==> config.mk <==
export PLATFORM = sky130hd
export DESIGN_NAME = uart_rx
export DESIGN_NICKNAME = d
export VERILOG_FILES = /design/src/rtl/uart_rx_pkg.sv /design/src/rtl/uart_rx_sync.sv /design/src/rtl/uart_rx.sv
export SDC_FILE = /design/constraint.sdc
export NUM_CORES = 1
export LEC_CHECK = 0
export CAP_MARGIN = 15
export CORE_MARGIN = 10
export CORE_UTILIZATION = 37
export DETAILED_ROUTE_END_ITERATION = 10
export PLACE_DENSITY = 0.57
export SYNTH_ARGS = -nofsm -noshare
export SYNTH_HDL_FRONTEND = slang
export SYNTH_SLANG_ARGS = --single-unit
==> constraint.sdc <==
create_clock -name clk -period 4.8 [get_ports clk]
set_input_delay 1.2 -clock clk [delete_from_list [all_inputs] [get_ports clk]]
set_output_delay 1.2 -clock clk [all_outputs]
set_load 0.01 [all_outputs]
==> src/rtl/uart_rx_pkg.sv <==
// rtl/uart_rx_pkg.sv - UART frame format encodings and config bundle shared by rx and tx
package uart_rx_pkg;

    localparam int CLK_DIV_W = 20;
    localparam int DATA_W    = 9;

    typedef enum logic [1:0] {
        DATA_7  = 2'd0,
        DATA_8  = 2'd1,
        DATA_9  = 2'd2,
        DATA_8B = 2'd3
    } data_type_e;

    typedef enum logic {
        STOP_1 = 1'b0,
        STOP_2 = 1'b1
    } stop_type_e;

    typedef enum logic [1:0] {
        PAR_NONE   = 2'd0,
        PAR_EVEN   = 2'd1,
        PAR_ODD    = 2'd2,
        PAR_EVEN_B = 2'd3
    } parity_type_e;

    typedef struct packed {
        data_type_e           data_type;
        stop_type_e           stop_type;
        parity_type_e         parity_type;
        logic [CLK_DIV_W-1:0] clock_divider;
    } uart_config_t;

    typedef enum logic [2:0] {
        ST_IDLE   = 3'd0,
        ST_START  = 3'd1,
        ST_DATA   = 3'd2,
        ST_PARITY = 3'd3,
        ST_STOP   = 3'd4
    } rx_state_e;

    function automatic logic [3:0] data_bits(data_type_e t);
        case (t)
            DATA_7:  return 4'd7;
            DATA_9:  return 4'd9;
            default: return 4'd8;
        endcase
    endfunction

endpackage

==> src/rtl/uart_rx_sync.sv <==
// rtl/uart_rx_sync.sv - rx metastability synchroniser with falling-edge detect
module uart_rx_sync #(
    parameter int SYNC_STAGES = 2
) (
    input  logic clk,
    input  logic reset,
    input  logic rx,
    output logic rx_sync,
    output logic rx_fall
);

    logic [SYNC_STAGES-1:0] chain;
    logic                   prev;

    // Reset to 1 so an idle line never looks like a start edge after reset.
    always_ff @(posedge clk or posedge reset) begin
        if (reset) begin
            chain <= '1;
            prev  <= 1'b1;
        end else begin
            chain <= {chain[SYNC_STAGES-2:0], rx};
            prev  <= chain[SYNC_STAGES-1];
        end
    end

    assign rx_sync = chain[SYNC_STAGES-1];
    assign rx_fall = prev & ~rx_sync;

endmodule

==> src/rtl/uart_rx.sv <==
// rtl/uart_rx.sv - oversampling UART receiver with parity/stop checks and valid/ready output
module uart_rx
    import uart_rx_pkg::*;
#(
    parameter int SYNC_STAGES = 2
) (
    input  logic        clk,
    input  logic        reset,
    input  logic [1:0]  io_config_dataType,
    input  logic        io_config_stopType,
    input  logic [1:0]  io_config_parityType,
    input  logic [19:0] io_config_clockDivider,
    input  logic        io_rx,
    output logic        io_data_valid,
    input  logic        io_data_ready,
    output logic [8:0]  io_data_bits,
    output logic        io_data_parityErr,
    output logic        io_data_frameErr,
    output logic        io_overrun
);

    logic rx_s;
    logic rx_fall;

    uart_rx_sync #(.SYNC_STAGES(SYNC_STAGES)) u_sync (
        .clk     (clk),
        .reset   (reset),
        .rx      (io_rx),
        .rx_sync (rx_s),
        .rx_fall (rx_fall)
    );

    rx_state_e              state, state_nx;
    uart_config_t           cfg, cfg_nx;
    logic [CLK_DIV_W-1:0]   cnt, cnt_nx;
    logic [3:0]             bit_idx, bit_idx_nx;
    logic [DATA_W-1:0]      shift, shift_nx;
    logic                   acc, acc_nx;
    logic                   perr, perr_nx;
    logic                   ferr, ferr_nx;
    logic                   stop_idx, stop_idx_nx;
    logic                   deliver;
    logic                   tick;

    assign tick = (cnt == '0);

    always_ff @(posedge clk or posedge reset) begin
        if (reset) begin
            state    <= ST_IDLE;
            cfg      <= '0;
            cnt      <= '0;
            bit_idx  <= '0;
            shift    <= '0;
            acc      <= 1'b0;
            perr     <= 1'b0;
            ferr     <= 1'b0;
            stop_idx <= 1'b0;
        end else begin
            state    <= state_nx;
            cfg      <= cfg_nx;
            cnt      <= cnt_nx;
            bit_idx  <= bit_idx_nx;
            shift    <= shift_nx;
            acc      <= acc_nx;
            perr     <= perr_nx;
            ferr     <= ferr_nx;
            stop_idx <= stop_idx_nx;
        end
    end

    always_comb begin
        state_nx    = state;
        cfg_nx      = cfg;
        cnt_nx      = tick ? cnt : cnt - 1'b1;
        bit_idx_nx  = bit_idx;
        shift_nx    = shift;
        acc_nx      = acc;
        perr_nx     = perr;
        ferr_nx     = ferr;
        stop_idx_nx = stop_idx;
        deliver     = 1'b0;
        case (state)
            ST_IDLE: begin
                if (rx_fall) begin
                    cfg_nx.data_type     = data_type_e'(io_config_dataType);
                    cfg_nx.stop_type     = stop_type_e'(io_config_stopType);
                    cfg_nx.parity_type   = parity_type_e'(io_config_parityType);
                    cfg_nx.clock_divider = io_config_clockDivider;
                    cnt_nx               = io_config_clockDivider >> 1;
                    state_nx             = ST_START;
                end
            end
            ST_START: begin
                if (tick) begin
                    if (rx_s) begin
                        state_nx = ST_IDLE;
                    end else begin
                        cnt_nx     = cfg.clock_divider;
                        bit_idx_nx = '0;
                        shift_nx   = '0;
                        acc_nx     = (cfg.parity_type == PAR_ODD);
                        perr_nx    = 1'b0;
                        ferr_nx    = 1'b0;
                        state_nx   = ST_DATA;
                    end
                end
            end
            ST_DATA: begin
                if (tick) begin
                    shift_nx[bit_idx] = rx_s;
                    acc_nx            = acc ^ rx_s;
                    cnt_nx            = cfg.clock_divider;
                    bit_idx_nx        = bit_idx + 4'd1;
                    if (bit_idx == data_bits(cfg.data_type) - 4'd1) begin
                        stop_idx_nx = 1'b0;
                        state_nx    = (cfg.parity_type != PAR_NONE) ? ST_PARITY : ST_STOP;
                    end
                end
            end
            ST_PARITY: begin
                if (tick) begin
                    perr_nx     = (rx_s != acc);
                    cnt_nx      = cfg.clock_divider;
                    stop_idx_nx = 1'b0;
                    state_nx    = ST_STOP;
                end
            end
            ST_STOP: begin
                if (tick) begin
                    ferr_nx = ferr | ~rx_s;
                    // Deliver at the centre of the last stop bit to leave half a bit for resync.
                    if (stop_idx == logic'(cfg.stop_type)) begin
                        deliver  = 1'b1;
                        state_nx = ST_IDLE;
                    end else begin
                        stop_idx_nx = 1'b1;
                        cnt_nx      = cfg.clock_divider;
                    end
                end
            end
            default: state_nx = ST_IDLE;
        endcase
    end

    always_ff @(posedge clk or posedge reset) begin
        if (reset) begin
            io_data_valid     <= 1'b0;
            io_data_bits      <= '0;
            io_data_parityErr <= 1'b0;
            io_data_frameErr  <= 1'b0;
            io_overrun        <= 1'b0;
        end else begin
            io_overrun <= 1'b0;
            if (deliver) begin
                if (!io_data_valid || io_data_ready) begin
                    io_data_valid     <= 1'b1;
                    io_data_bits      <= shift;
                    io_data_parityErr <= perr;
                    io_data_frameErr  <= ferr_nx;
                end else begin
                    io_overrun <= 1'b1;
                end
            end else if (io_data_valid && io_data_ready) begin
                io_data_valid <= 1'b0;
            end
        end
    end

endmodule

; ---- After elaboration in Yosys (flattened, before gate mapping)
; Cells that the tools add are included.
[classes]
add_sub_neg = 3
muxes = 58
reduce_logical = 20
bitwise = 4
n_eq_ne = 19
magnitude_cmp = 2
[ops]
columns = operator, count
row1 = 20-bit 2-to-1 mux, 7
row2 = 20-bit one-hot mux with 4 select lines, 1
row3 = 9-bit 2-to-1 mux, 3
row4 = 3-bit 2-to-1 mux, 8
row5 = 1-bit 2-to-1 mux, 23
row6 = 20-bit zero test, 1
row7 = 4-bit 2-to-1 mux, 5
row8 = "20-bit by 1-bit subtractor with 20-bit output, second input constant", 1
row9 = "2-bit != test, second input constant", 9
row10 = 9-bit one-hot mux with 2 select lines, 1
row11 = 4-bit one-hot mux with 2 select lines, 2
row12 = 3-bit one-hot mux with 5 select lines, 1
row13 = 9-bit bitwise mux, 1
row14 = 4-bit AND reduction, 2
row15 = 2-bit nonzero test, 4
row16 = 7-bit AND reduction, 1
row17 = "3-bit by 2-bit == test with 1-bit output, second input constant", 2
row18 = 1-bit one-hot mux with 2 select lines, 3
row19 = 2-bit AND reduction, 3
row20 = 6-bit AND reduction, 1
row21 = "4-bit by 5-bit < comparator with 1-bit output, second input constant", 1
row22 = "4-bit by 1-bit adder with 4-bit output, second input constant", 1
row23 = 1-bit demux with 4-bit select, 1
row24 = "2-bit == test, second input constant", 2
row25 = other kinds (21), 22
[totals]
ff_bits = 81

; ---- Logic depth before layout (Yosys ltp)
[depth]
ltp_word = 9
ltp_mapped = 11
mapped_depth_nobuf = 8

; ---- Modules after synthesis
; From an unflattened synthesis, not the netlist that was laid out.
[unflattened]
hier_cells = 447
hier_area_um2 = 4269.1
[modules_own_cells]
columns = module, instances, area_per_inst_um2, cells_each, seq_area_each_um2
row1 = uart_rx, 1, 4172.8, 442, 1951.9
row2 = uart_rx_sync, 1, 96.3, 5, 78.8

; ---- Least setup slack after synthesis
; No wires, ideal clock.
[synth_path]
path_kind = input -> register
start = input port io_data_ready
end = register io_data_bits[0]
setup_slack_ns = 2.667
required_ns = 4.672
path_stages = 4
setup_ns = 0.128
n_path_buf = 1
arrival_ns = 2.006
cell_sequence = nand2b_1 -> nand4_1 -> buf_2 -> mux2_1
[synth_between]
elab_chain_len = 2
[synth_rtl]
columns = item, line
row1 = start: declaration, uart_rx.sv:15  ; input logic io_data_ready,
row2 = 1-bit logical OR, uart_rx.sv:155  ; if (!io_data_valid || io_data_ready) begin
row3 = 2-bit AND reduction (no source line), --
row4 = end signal: assignment, uart_rx.sv:157  ; io_data_bits <= shift;
row5 = end: declaration, uart_rx.sv:16  ; output logic [8:0] io_data_bits,
; No other way between the ends.
; A chain may end at the register's enable or synchronous reset.

; ---- Worst setup path in the final report
[layout_path]
start = register cnt[0]
end = register shift[8]
[layout_between]
elab_chain_len = 3
elab_cells_between_ends = 4
classes_between = eq/ne: 2 / reduce/logical: 2
[layout_rtl]
columns = item, line
row1 = start: declaration, uart_rx.sv:35  ; logic [CLK_DIV_W-1:0] cnt, cnt_nx;
row2 = start signal: assignment, uart_rx.sv:61  ; cnt <= cnt_nx;
row3 = 20-bit zero test *, uart_rx.sv:45  ; assign tick = (cnt == '0);
row4 = 2-bit != test (no source line), --
row5 = 4-bit AND reduction (no source line) *, --
row6 = end signal: assignment, uart_rx.sv:63  ; shift <= shift_nx;
row7 = end: declaration, uart_rx.sv:37  ; logic [DATA_W-1:0] shift, shift_nx;
; Mark *: on every way between the ends. The rest lies on a longest branch, timed or not.

==> flow_metrics.env <==
export IMPL_status="finished, final reports clean"
export IMPL_grt_pass1_wl_um=16400
export IMPL_setup_viol=0
export IMPL_die_y_um=126
export IMPL_synth_seq_area_share_pct=48.8
export IMPL_cts_buffer_depth=2
export IMPL_drt_iter0_markers=234
export IMPL_postRouteAntennaNets=0
export IMPL_ys_warn_count=0
export IMPL_port_buffers=41
export IMPL_antennaDiodeCount=0
export IMPL_seqCellArea_um2=2030
export IMPL_finalPower_w=0.00265
export IMPL_path_class="reg -> reg"
export IMPL_nets=505
export IMPL_syn_inst=437
export IMPL_final_cells=616
export IMPL_ys_flop_type="dfrtp_1"
export IMPL_ctsResizeCount=0
export IMPL_final_area_um2=4980
export IMPL_synth_top_area_share_pct=46.9
export IMPL_worst_slew_pin_slew_ps=1010
export IMPL_core_um2=10900
export IMPL_gp_congestion=0.857
export IMPL_synth_area_leaders="dfrtp_1 (47%), nand2_1 (8.9%), nand3_1 (2.6%), o21ai_0 (2.2%), mux2_1 (2.2%)"
export IMPL_worst_path_stages=8
export IMPL_ctsHoldBuffers=0
export IMPL_die_x_um=126
export IMPL_swShare_pct=36.7
export IMPL_finalHoldViolations=0
export IMPL_grt_pass1_vias=3383
export IMPL_cp_data_required_time_ps=5010
export IMPL_clkSinkCount=81
export IMPL_maxSlewViolCount=0
export IMPL_skew_ps=8.67
export IMPL_hold_path_class="reg -> reg"
export IMPL_cts_tree="done"
export IMPL_dpl_cell_area_um2=4660
export IMPL_cts_root_buf="clkbuf_16"
export IMPL_fin_ws_ps=2160
export IMPL_crit_family="simple AND/OR/NAND/NOR gates"
export IMPL_ir_drop_mv=0.246
export IMPL_grt_ovfl_total=0
export IMPL_multi_input_area_um2=2000
export IMPL_wl_per_cell_um=15.4
export IMPL_syn_mean_instance_area_um2=9.52
export IMPL_hold_depth=0
export IMPL_synth_cell_types=62
export IMPL_critPathMaxStageDelay_ps=900
export IMPL_dp_hpwl_um=6690
export IMPL_combPwrFrac_pct=30.2
export IMPL_dpl_worst_slack_ps=1850
export IMPL_p_per_area_nw_per_um2=532
export IMPL_totalWireLength_um=9490
export IMPL_drtPass1Iterations=4
export IMPL_finalSetupTns_ps=0
export IMPL_drive_gt1_share_pct=10.1
export IMPL_netlist_area_um2=4160
export IMPL_max_slew_margin_pct=32.1
export IMPL_grt_usage_pct=12.2
export IMPL_yosys_register_bits=81
export IMPL_clkTransAtPathRegs_ps=60
export IMPL_intPower_w=0.00168
export IMPL_synthesis_nets=471
export IMPL_die_area_um2=15900
export IMPL_dr_total_vias=3209
export IMPL_post_cts_buffers=0
export IMPL_synth_most_common_cell="nand2_1"
export IMPL_fill_cells=1068
export IMPL_startpoint_type="flop"
export IMPL_leakage_nw=2.16
export IMPL_clk_latency_ps=340
export IMPL_dpl_cell_count=600
export IMPL_synth_edf_count=0
export IMPL_fmax_ghz=0.379
export IMPL_start_util_pct=38.0
export IMPL_areaGrowthSynthToFinish_pct=19.8
export IMPL_p_seq_share_pct=41.4
export IMPL_cts_max_level=3
export IMPL_route_detailed_drc=0
export IMPL_fin_crit_sh_pct=55.0
export IMPL_p_switching_w=0.000973
export IMPL_via_per_inst=5.21
export IMPL_cp_max_fo=13
export IMPL_yosysTopAreaCell="dfrtp_1"
export IMPL_post_route_min_period_ps=2640
export IMPL_max_cap_viol_count=0
export IMPL_cts_buffers=9
export IMPL_synth_commonest_cells="nand2_1 (99), dfrtp_1 (78), nand3_1 (22), o21ai_0 (18)"
export IMPL_grt_max_degree=53
export IMPL_rows=38
export IMPL_cp_slowest_cell="nor4_2"
export IMPL_path_buf_inv=1
export IMPL_rsz0062_at_grt="false"
export IMPL_grt_antenna_before_repair=0
export IMPL_io_pins=42
export IMPL_arrival_ps=2850
export IMPL_async_flop_share_pct=100
export IMPL_endpoint_kind="flop"
export IMPL_p_clk_share_pct=28.4
export IMPL_cp_cell_sequence="inv_1 > ha_1 > and2b_1 > nand3_2 > nor4_2 > nand4b_1 > nand3_1 > o21ai_0"
export IMPL_r2r_cells=8
-- logic make-up (layout without fill, tap and decap cells) --
| family | count (synthesis) | after routing | synth area share (%) |
|---|---|---|---|
| AND/OR/NAND/NOR | 203 | 203 | 24.7 |
| AO/OA/AOI/OAI | 89 | 89 | 14.4 |
| flip-flops | 81 | 81 | 48.8 |
| buffers and inverters | 27 | 66 | 3.10 |
| XOR/XNOR | 17 | 17 | 3.58 |
| multiplexers | 15 | 15 | 3.91 |
| adder cells (fa/ha/maj) | 5 | 5 | 1.50 |
-- worst register-to-register path, stage by stage (launching register included) --
cell and delay (ps):
dfrtp_1 480, inv_1 100, ha_1 160, and2b_1 240
nand3_2 180, nor4_2 900, nand4b_1 230, nand3_1 140
o21ai_0 80
-- placed cells by master, fill, tap and decap left out, types with 4 or more instances in the layout --
master           synthesis  routed
nor2b_1                  4       4
ha_1                     5       5
inv_1                    7       6
nand2_1                 99      99
o21ai_1                 10      10
o31ai_1                  5       5
clkbuf_16                0       9
nor2_1                  17      17
nand3_1                 22      22
a22oi_1                  4       4
clkdlybuf4s50_1          0      41
nand4_1                  4       4
inv_6                    0       4
mux2i_1                  5       5
xnor2_1                  9       9
nor4_1                   5       5
o211ai_1                 4       4
a21boi_0                 9       9
o21ai_0                 18      18
o21ai_2                 10      10
xor2_1                   8       8
dfrtp_1                 78      78
a21oi_1                 13      13
a31oi_1                  4       4
nor3_1                  17      17
mux2_1                   8       8
-- path summary, 6_finish.rpt --
check	slack (ps)	end	start
worst max-delay path	2160	shift[8]	cnt[0]
worst min-delay path	360	u_sync.chain[1]	u_sync.chain[0]
worst max register to register	2160	shift[8]	cnt[0]
worst min register to register	360	u_sync.chain[1]	u_sync.chain[0]
max in group asynchronous	2580	perr	reset
min in group asynchronous	1190	cfg[19]	reset
-- through the flow --
step | util (%) | hold WS [ps]
2_1_floorplan | - | 345
3_3_place_gp | 42.6 | 350
3_5_place_dp | 42.6 | 351
4_1_cts | 45.6 | 360
5_1_grt | 45.6 | 367
6_report | 45.6 | 360
-- layer usage --
metal  GRT usage [%]  up-vias  share of wire [%]
li1                -     1614                  -
met4            4.76        0                1.2
met2            20.2       54                 47
met3            2.73        8                3.6
met1            15.2     1533                 48
met5               0        -                  0
-- power by group through the flow --
stage / logic (W) / registers, W / clock network, W
after floorplan: 0.000707 / 0.00102 / 0
after CTS: 0.000815 / 0.00110 / 0.000770
final: 0.000802 / 0.00110 / 0.000752
after detailed placement: 0.000808 / 0.00111 / 0
after global routing: 0.000928 / 0.00113 / 0.000804
after global placement: 0.000797 / 0.00110 / 0
-- state kept, by name, indices dropped and copies added (netlist names), 2 cells and up --
register / count
cfg: 25
bit_idx: 4
cnt: 20
shift: 9
io_data_bits: 9
u_sync.chain: 2
state: 3
-- layout make-up --
cell class / count / share of cell area (%)
Tap cell: 140 / 3.51
Clock buffer: 9 / 4.52
Timing Repair Buffer: 43 / 8.54
Multi-Input combinational cell: 329 / 40.1
Clock inverter: 7 / 2.01
Sequential cell: 81 / 40.7
Inverter: 7 / 0.552
No activity file was read; power rests on OpenSTA's default activity.
